**src/rtl/t06_wall_pkg.sv**
```systemverilog
// rtl/t06_wall_pkg.sv - shared constants and types for the snake wall generator
package t06_wall_pkg;

    localparam int NUM_WALLS = 25;
    localparam int GRID_ROWS = 12;

    localparam logic [7:0] WALL_SENTINEL = 8'hFF;
    localparam logic [7:0] LFSR_SEED     = 8'h01;

    typedef enum logic [1:0] {
        IDLE = 2'd0,
        GEN  = 2'd1,
        DONE = 2'd2
    } wall_state_e;

    typedef struct packed {
        logic [3:0] x;
        logic [3:0] y;
    } pos_t;

endpackage

```
**src/rtl/t06_lfsr8.sv**
```systemverilog
// rtl/t06_lfsr8.sv - free-running 8-bit Fibonacci LFSR, x^8+x^6+x^5+x^4+1
module t06_lfsr8
    import t06_wall_pkg::*;
(
    input  logic       clk,
    input  logic       rst,
    output logic [7:0] q
);

    logic [7:0] q_q;
    logic [7:0] q_d;

    // Shift left, feeding back the XOR of the tap bits; maximal length so 0 never appears
    always_comb begin
        q_d = {q_q[6:0], q_q[7] ^ q_q[5] ^ q_q[4] ^ q_q[3]};
    end

    // Register with seed on reset
    always_ff @(posedge clk) begin
        if (rst) begin
            q_q <= LFSR_SEED;
        end else begin
            q_q <= q_d;
        end
    end

    assign q = q_q;

endmodule

```
**src/rtl/t06_wall_gen.sv**
```systemverilog
// rtl/t06_wall_gen.sv - randomised wall layout generator; option T06_WALL_SAFE_ZONE_EN
module t06_wall_gen #(
    parameter int NUM_WALLS = t06_wall_pkg::NUM_WALLS,
    parameter int GRID_ROWS = t06_wall_pkg::GRID_ROWS
) (
    input  logic                   clk,
    input  logic                   rst,
    input  logic                   start,
    input  logic [4:0]             wall_count,
    input  logic [7:0]             head_pos,
    input  logic [7:0]             apple_pos,
    output logic [8*NUM_WALLS-1:0] walls,
    output logic                   busy,
    output logic                   done
);
    import t06_wall_pkg::*;

    localparam logic [3:0] ROWS4  = 4'(GRID_ROWS);
    localparam logic [4:0] MAX_N  = 5'(NUM_WALLS);

    wall_state_e           state_q, state_d;
    logic [4:0]            count_q, count_d;
    logic [4:0]            idx_q, idx_d;
    pos_t                  head_q, head_d;
    logic [7:0]            apple_q, apple_d;
    logic [8*NUM_WALLS-1:0] walls_q, walls_d;

    logic [7:0] lfsr_q;
    pos_t       cand;
    logic       dup_hit;
    logic       near_head;
    logic       reject;

    t06_lfsr8 u_lfsr (
        .clk (clk),
        .rst (rst),
        .q   (lfsr_q)
    );

    // Candidate screening: off-board rows, head/apple cells and already placed walls
    always_comb begin
        cand    = pos_t'(lfsr_q);
        dup_hit = 1'b0;
        for (int i = 0; i < NUM_WALLS; i++) begin
            if (walls_q[8*i +: 8] == cand) begin
                dup_hit = 1'b1;
            end
        end
`ifdef T06_WALL_SAFE_ZONE_EN
        begin
            logic [4:0] dx;
            logic [4:0] dy;
            dx = {1'b0, cand.x} - {1'b0, head_q.x};
            dy = {1'b0, cand.y} - {1'b0, head_q.y};
            near_head = ((dx == 5'd0) || (dx == 5'd1) || (dx == 5'h1F)) &&
                        ((dy == 5'd0) || (dy == 5'd1) || (dy == 5'h1F));
        end
`else
        near_head = (cand == head_q);
`endif
        reject = (cand.y >= ROWS4) || near_head || (cand == apple_q) || dup_hit;
    end

    // Layout state machine: latch request, place accepted cells slot by slot, pulse done
    always_comb begin
        state_d = state_q;
        count_d = count_q;
        idx_d   = idx_q;
        head_d  = head_q;
        apple_d = apple_q;
        walls_d = walls_q;
        case (state_q)
            IDLE: begin
                if (start) begin
                    state_d = GEN;
                    count_d = (wall_count > MAX_N) ? MAX_N : wall_count;
                    head_d  = pos_t'(head_pos);
                    apple_d = apple_pos;
                    walls_d = {NUM_WALLS{WALL_SENTINEL}};
                    idx_d   = 5'd0;
                end
            end
            GEN: begin
                if ((idx_q != count_q) && !reject) begin
                    for (int i = 0; i < NUM_WALLS; i++) begin
                        if (idx_q == 5'(i)) begin
                            walls_d[8*i +: 8] = cand;
                        end
                    end
                    idx_d = idx_q + 5'd1;
                end
                // Leave as soon as the final acceptance lands so DONE follows it directly
                if (idx_d == count_q) begin
                    state_d = DONE;
                end
            end
            DONE: begin
                state_d = IDLE;
            end
            default: begin
                state_d = IDLE;
            end
        endcase
    end

    // State registers with synchronous reset
    always_ff @(posedge clk) begin
        if (rst) begin
            state_q <= IDLE;
            count_q <= 5'd0;
            idx_q   <= 5'd0;
            head_q  <= pos_t'(8'h00);
            apple_q <= 8'h00;
            walls_q <= {NUM_WALLS{WALL_SENTINEL}};
        end else begin
            state_q <= state_d;
            count_q <= count_d;
            idx_q   <= idx_d;
            head_q  <= head_d;
            apple_q <= apple_d;
            walls_q <= walls_d;
        end
    end

    assign walls = walls_q;
    assign busy  = (state_q != IDLE);
    assign done  = (state_q == DONE);

endmodule

```
**config.mk**
```make
export PLATFORM = sky130hd
export DESIGN_NAME = t06_wall_gen
export DESIGN_NICKNAME = d
export VERILOG_FILES = /design/src/rtl/t06_wall_pkg.sv /design/src/rtl/t06_lfsr8.sv /design/src/rtl/t06_wall_gen.sv
export SDC_FILE = /design/constraint.sdc
export NUM_CORES = 1
export LEC_CHECK = 0
export ABC_AREA = 1
export BUFFER_PORTS_ARGS = -buffer_cell sky130_fd_sc_hd__buf_2
export CAP_MARGIN = 30
export CORE_MARGIN = 5
export CORE_UTILIZATION = 42
export DETAILED_ROUTE_END_ITERATION = 8
export PLACE_DENSITY = 0.68
export SLEW_MARGIN = 20
export SYNTH_ARGS = -nofsm -noshare
export SYNTH_HDL_FRONTEND = slang
export SYNTH_HIERARCHICAL = 1
export SYNTH_SLANG_ARGS = --single-unit
```
**constraint.sdc**
```tcl
create_clock -name clk -period 2.5 [get_ports clk]
set_input_delay 0.375 -clock clk [delete_from_list [all_inputs] [get_ports clk]]
set_output_delay 0.375 -clock clk [all_outputs]
set_load 0.01 [all_outputs]
```
Word level (Yosys, flattened, before mapping)

Cells that the tools add are included.

Add/sub/neg operators: 1
$mul: 0
Divide/modulo/power cells: 0
$lt $le $gt $ge: 2
Eq/ne operators: 83
Shift-type cells: 0
Muxes and demuxes: 61
Bitwise logic cells: 3
Reduce and logical (&&, ||, !) cells: 37

Operators with widths:

| operator              | count |
|---|---|
| $mux W200             | 2 |
| $pmux W200 S2         | 1 |
| $eq A8 B8 Y1          | 27 |
| $mux W8               | 25 |
| $reduce_and A4 Y1     | 25 |
| $ne A2 B2 Y1 const B  | 28 |
| $eq A5 B5 Y1 const B  | 9 |
| $eq A5 B4 Y1 const B  | 8 |
| $mux W1               | 25 |
| $eq A5 B3 Y1 const B  | 4 |
| $mux W5               | 4 |
| $eq A5 B2 Y1 const B  | 2 |
| $pmux W5 S2           | 1 |
| $reduce_and A2 Y1     | 3 |
| $add A5 B1 Y5 const B | 1 |
| $eq A5 B1 Y1 const B  | 1 |
| $eq A5 B5 Y1          | 1 |
| $gt A5 B5 Y1 const B  | 1 |
| $logic_not A5 Y1      | 1 |
| $ne A5 B5 Y1          | 1 |
| $ge A4 B4 Y1 const B  | 1 |
| $mux W2               | 2 |
| $pmux W2 S2           | 1 |
| $reduce_bool A2 Y1    | 2 |
| other kinds (7)       | 11 |

Register bits after elaboration: 236
Bits in latches: 0
RAM bits: 0
Bits in read-only memories: 0
Output and inout bits: 202
Memories: 0

Logic depth before layout (Yosys ltp)

Depth in word-level cells: 34
Depth in mapped cells: 21
Mapped depth without buffers: 18

Modules after synthesis

Netlist, hierarchy kept.

By module, submodules not included:

| module       | instances | cells each | area each (um^2) | seq. area each (um^2) |
|---|---|---|---|---|
| t06_wall_gen | 1         | 1749       | 12034.0          | 4564.4 |
| t06_lfsr8    | 1         | 47         | 335.3            | 160.2 |

Worst setup path before layout

No wires, ideal clock.

Path kind: register to register
Start: register u_lfsr.q_q[4] (netlist: u_lfsr/q[4])
End: register walls_q[100] (netlist: walls[100])
Setup time: 0.134 ns
Data arrival time: 2.333 ns
Required time: 2.366 ns
Setup slack: 0.033 ns
Stages on the path, launching flop included: 22
Clock period less this slack: 2.467 ns
Path through: dfxtp_1 -> buf_4 -> buf_4 -> inv_2 -> buf_4 -> nand2_1 -> nand2_1 -> nand2_1 -> nor2_1 -> nand2_1 -> nand2_1 -> nor2_1 -> nand2_1 -> nor2_4 -> nand2_4 -> nand2_4 -> nand2_4 -> buf_6 -> a21oi_4 -> inv_2 -> nand2_1 -> nand3_1

Word-level cells in the longest chain between the ends: 31
Elaborated cells on any way between the ends: 62
Classes of those cells: eq/ne (28); mux (28); reduce/logical (6)

RTL lines:

| what                        | line                | RTL |
|---|---|---|
| start: declaration          | t06_lfsr8.sv:10     | `logic [7:0] q_q;` |
| start signal: assignment    | t06_lfsr8.sv:23     | `q_q <= q_d;` |
| $eq A8 B8 Y1                | t06_wall_gen.sv:45  | `if (walls_q[8*i +: 8] == cand) begin` |
| $mux W1 (25 in a row)       | t06_wall_gen.sv:45  |  |
| $logic_or A1 B1 Y1          | t06_wall_gen.sv:61  | `reject = (cand.y >= ROWS4) \|\| near_head \|\| (cand == apple_q) \|\| dup_hit;` |
| $logic_not A1 Y1            | t06_wall_gen.sv:84  | `if ((idx_q != count_q) && !reject) begin` |
| $logic_and A1 B1 Y1         | t06_wall_gen.sv:84  |  |
| $ne A2 B2 Y1 (no line)      | --                  |  |
| $reduce_and A4 Y1 (no line) | --                  |  |
| end signal: assignment      | t06_wall_gen.sv:114 | `walls_q <= {NUM_WALLS{WALL_SENTINEL}};` |
| end signal: assignment      | t06_wall_gen.sv:121 | `walls_q <= walls_d;` |
| end: declaration            | t06_wall_gen.sv:26  | `logic [8*NUM_WALLS-1:0] walls_q, walls_d;` |

Parallel ways exist; a longest one is shown, timed or not. The select of a mux whose other input is x is not followed.
A chain may end at the register's enable or synchronous reset.

Final worst setup path

Start: register u_lfsr.q_q[0] (netlist: u_lfsr/q[0])
End: register walls_q[18] (netlist: walls[18])

Word-level cells in the longest chain between the ends: 31
Elaborated cells on any way between the ends: 60
Classes of those cells: order compare (1); eq/ne (28); mux (25); reduce/logical (6)

RTL lines:

| what                          | line |
|---|---|
| $eq A8 B8 Y1                  | t06_wall_gen.sv:45 |
| $mux W1 (25 in a row)         | t06_wall_gen.sv:45 |
| $logic_or A1 B1 Y1 *          | t06_wall_gen.sv:61 |
| $logic_not A1 Y1 *            | t06_wall_gen.sv:84 |
| $logic_and A1 B1 Y1 *         | t06_wall_gen.sv:84 |
| $ne A2 B2 Y1 (no line) *      | -- |
| $reduce_and A4 Y1 (no line) * | -- |

Every way passes the cells marked *; elsewhere a longest branch is shown, timed or not.

==> impl_metrics.csv <==
group,metric,value,unit
run_status,outcome,"finished, final reports clean",
clock_tree,cts_tree,"yes",
synthesis,async_flop_share,0,
power_and_ir_drop,vdd_ir_drop_max,0.000709,V
worst_setup_path,cp-end-kind,"register",
cells_and_area,areaGrowthSynthToFinish,23.3,%
detailed_routing,vias,12700,
timing,setup_viol,0,
global_routing,grt_max_degree,89,
synthesis,synth_simple_gate_area_frac,0.345,
clock_tree,clockBufferDepth,3,
clock_tree,h-tree-depth,1,
detailed_routing,met2WireLength,19800,um
cells_and_area,design_area,15300,um2
synthesis,ys_types,33,
worst_setup_path,cp.arrival,2750,ps
synthesis,ys_top_cells_by_area,"dfxtp_1 38%, nand2_1 22%, xnor2_1 10%",
synthesis,synth_compound_area_frac,0.0661,
placement,hpwl,30400,um
power_and_ir_drop,leakage,7.25,nW
worst_setup_path,cp.required,2880,ps
power_and_ir_drop,p_per_area,1090,nW/um2
timing,finalCritPeriodShare,0.946,
clock_tree,clk_latency,530,ps
global_routing,grt_pass1_wl,66900,um
floorplan,die_h,182,um
placement,placed_area,14200,um2
detailed_routing,post_drt_wl_per_cell,18.0,um
worst_hold_path,hold_path.class,"input pin to register",
detailed_routing,drt.antenna.violating_nets,0,
detailed_routing,drtIter0Drc,1215,
synthesis,muxShareOfSynthArea,0,
timing,whs,101,ps
clock_tree,numCtsBuffers,26,
synthesis,synth_edf_count,0,
floorplan,rows,62,
global_routing,antenna_found_initial,0,
synthesis,synth_warnings,6,
synthesis,synth_seq_cells,236,
synthesis,synthAdderAreaFrac,0.00506,
global_routing,overflow,0,
cells_and_area,drive_gt1_frac,0.204,
detailed_routing,vias_per_cell,5.19,
synthesis,synth_top_family_by_area,"simple AND/OR/NAND/NOR gates",
detailed_routing,first_pass_iters,6,
placement,gp_congestion,0.901,
cells_and_area,diodes,0,
cells_and_area,layout.nets,2062,
job,max_cap_viol_count,0,
synthesis,synth_area,12400,um2
detailed_routing,drc,0,
synthesis,synth_top_area_frac,0.382,
detailed_routing,wl_met1,17900,um
floorplan,io_pins,226,
power_and_ir_drop,total_power,16.6,mW
floorplan,dieArea,33000,um2
synthesis,postSynthNetCount,1825,
worst_setup_path,crit_fanout,13,
floorplan,die_x,182,um
timing,slew_violations,0,
timing,worst_pin_slew,492,ps
clock_tree,cts_root_buffer,"clkbuf_16",
cells_and_area,seq_area,4740,um2
worst_setup_path,crit_type,"register to register",
detailed_routing,drt_wl_total,43900,um
cells_and_area,mostFrequentLayoutCell,"nand2_1",
synthesis,ys.flop_type,"dfxtp_1",
timing,hold_violations,0,
detailed_routing,wl_met3,4720,um
floorplan,initial_core_util,0.429,
global_routing,grt.total_usage,0.251,
floorplan,fp.coreArea,28900,um2
detailed_routing,top_layer_used,"met4",
cells_and_area,multiInputGateArea,6560,um2
synthesis,synth_top_area_cell,"dfxtp_1",
timing,slew_headroom,0.672,
timing,max_freq,0.423,GHz
synthesis,yosysSeqAreaShare,0.382,
cells_and_area,final_cell_mix,"716 x nand2_1, 228 x dfxtp_1, 225 x buf_2, 165 x nand3_1, 144 x xnor2_1",
cells_and_area,fill_cells,2812,
global_routing,grt_pass1_vias,11900,
timing,fin_crit,2360,ps
synthesis,synth.avg_cell_area,6.89,um2
worst_setup_path,cp-start-kind,"register",
timing,fin_worst_skew,11.9,ps
clock_tree,clock_sinks,236,
placement,portBuffers,225,
clock_tree,clk_pin_slew,60,ps
synthesis,synth_xor_area_frac,0.110,
synthesis,netlist_instances,1796,
## critical path: stages (launching register included)
cell        delay (ps)
dfxtp_2            410
buf_4              210
xnor2_1            130
nand2_1            100
nor2_4             160
nand2_1             70
nand2_1             90
nor2_1              50
nand2_1            100
nor2_4              50
nand2_4             60
nand2_4             80
buf_12             170
nand3_2            110
clkinvlp_4         200
nand2_1            120
nand3_1            100
## what timing repair did
item                       in CTS  in global routing
hold buffers                    0                  0
buffers inserted                0                  3
resized for setup               0                 30
setup endpoints to repair       0                187
## registers in the layout, indices dropped and copies added (netlist names)
register	count
apple_q	8
count_q	5
head_q	8
idx_q	5
state_q	2
u_lfsr/q	8
walls	200
## area by class of cell
cell class	instances	area share
sequential	236	0.311
inverter	139	0.0366
tap	384	0.0315
timing repair buffer	304	0.135
multi-input combinational	1325	0.430
timing repair inverter	1	0.000492
clock buffer	36	0.0485
clock inverter	11	0.00722
## cells by family (layout without fill, tap and decap cells)
logic type,after synthesis,count (layout)
and+or+nand+nor,1043,1043
DFF,236,236
buffers and inverters,236,491
xor gates and xnor gates,156,156
AOI/OAI and AO/OA,120,121
adders and majority gates,5,5
## layer usage
layer,up-vias,GRT usage
met5,-,0
li1,6092,-
met3,91,0.0526
met1,5788,0.333
met2,682,0.405
met4,0,0.0892
## report_power, final
part / total [mW] / internal (mW) / switching, mW
clock: 3.84 / 2.27 / 1.58
combinational: 6.90 / 2.72 / 4.18
sequential: 5.89 / 4.78 / 1.11
## metrics by stage
step                       util  setup TNS, ps  cells  setup WS, ps
after floorplan               -              0   1796          33.2
after global placement    0.493              0   2382          68.7
after detailed placement  0.493              0   2382          31.0
after CTS                 0.522              0   2429          5.88
after global routing      0.528          -8.28   2436         -4.69
final                     0.528              0   2436           135
## cells in the mapped netlist, types with 2 or more instances
| master | n |
|---|---|
| buf_6 | 23 |
| buf_2 | 9 |
| a211oi_1 | 2 |
| o21ai_0 | 36 |
| xnor2_1 | 144 |
| inv_2 | 22 |
| nand2_4 | 3 |
| nor2_4 | 6 |
| dfxtp_1 | 236 |
| clkbuf_1 | 48 |
| inv_1 | 108 |
| xor2_1 | 12 |
| clkinv_1 | 8 |
| nand4_1 | 4 |
| nor2_2 | 2 |
| nor2_1 | 134 |
| o32ai_1 | 2 |
| a31oi_1 | 2 |
| nand3_1 | 166 |
| buf_4 | 16 |
| ha_1 | 5 |
| nand3_2 | 9 |
| o211ai_1 | 59 |
| a21oi_1 | 12 |
| a21oi_4 | 4 |
| nand2_1 | 717 |
## path summary, 6_finish.rpt
path | from | endpoint | slack, ps | depth (start not counted)
setup / recovery | u_lfsr/q[0] | walls[18] | 140 | 16
hold / removal | head_pos[6] | head_q[6] | 100 | 3
setup reg to reg | u_lfsr/q[0] | walls[18] | 140 | 16
hold reg to reg | apple_q[7] | apple_q[7] | 480 | 2
No activity file was read; power rests on OpenSTA's default activity.
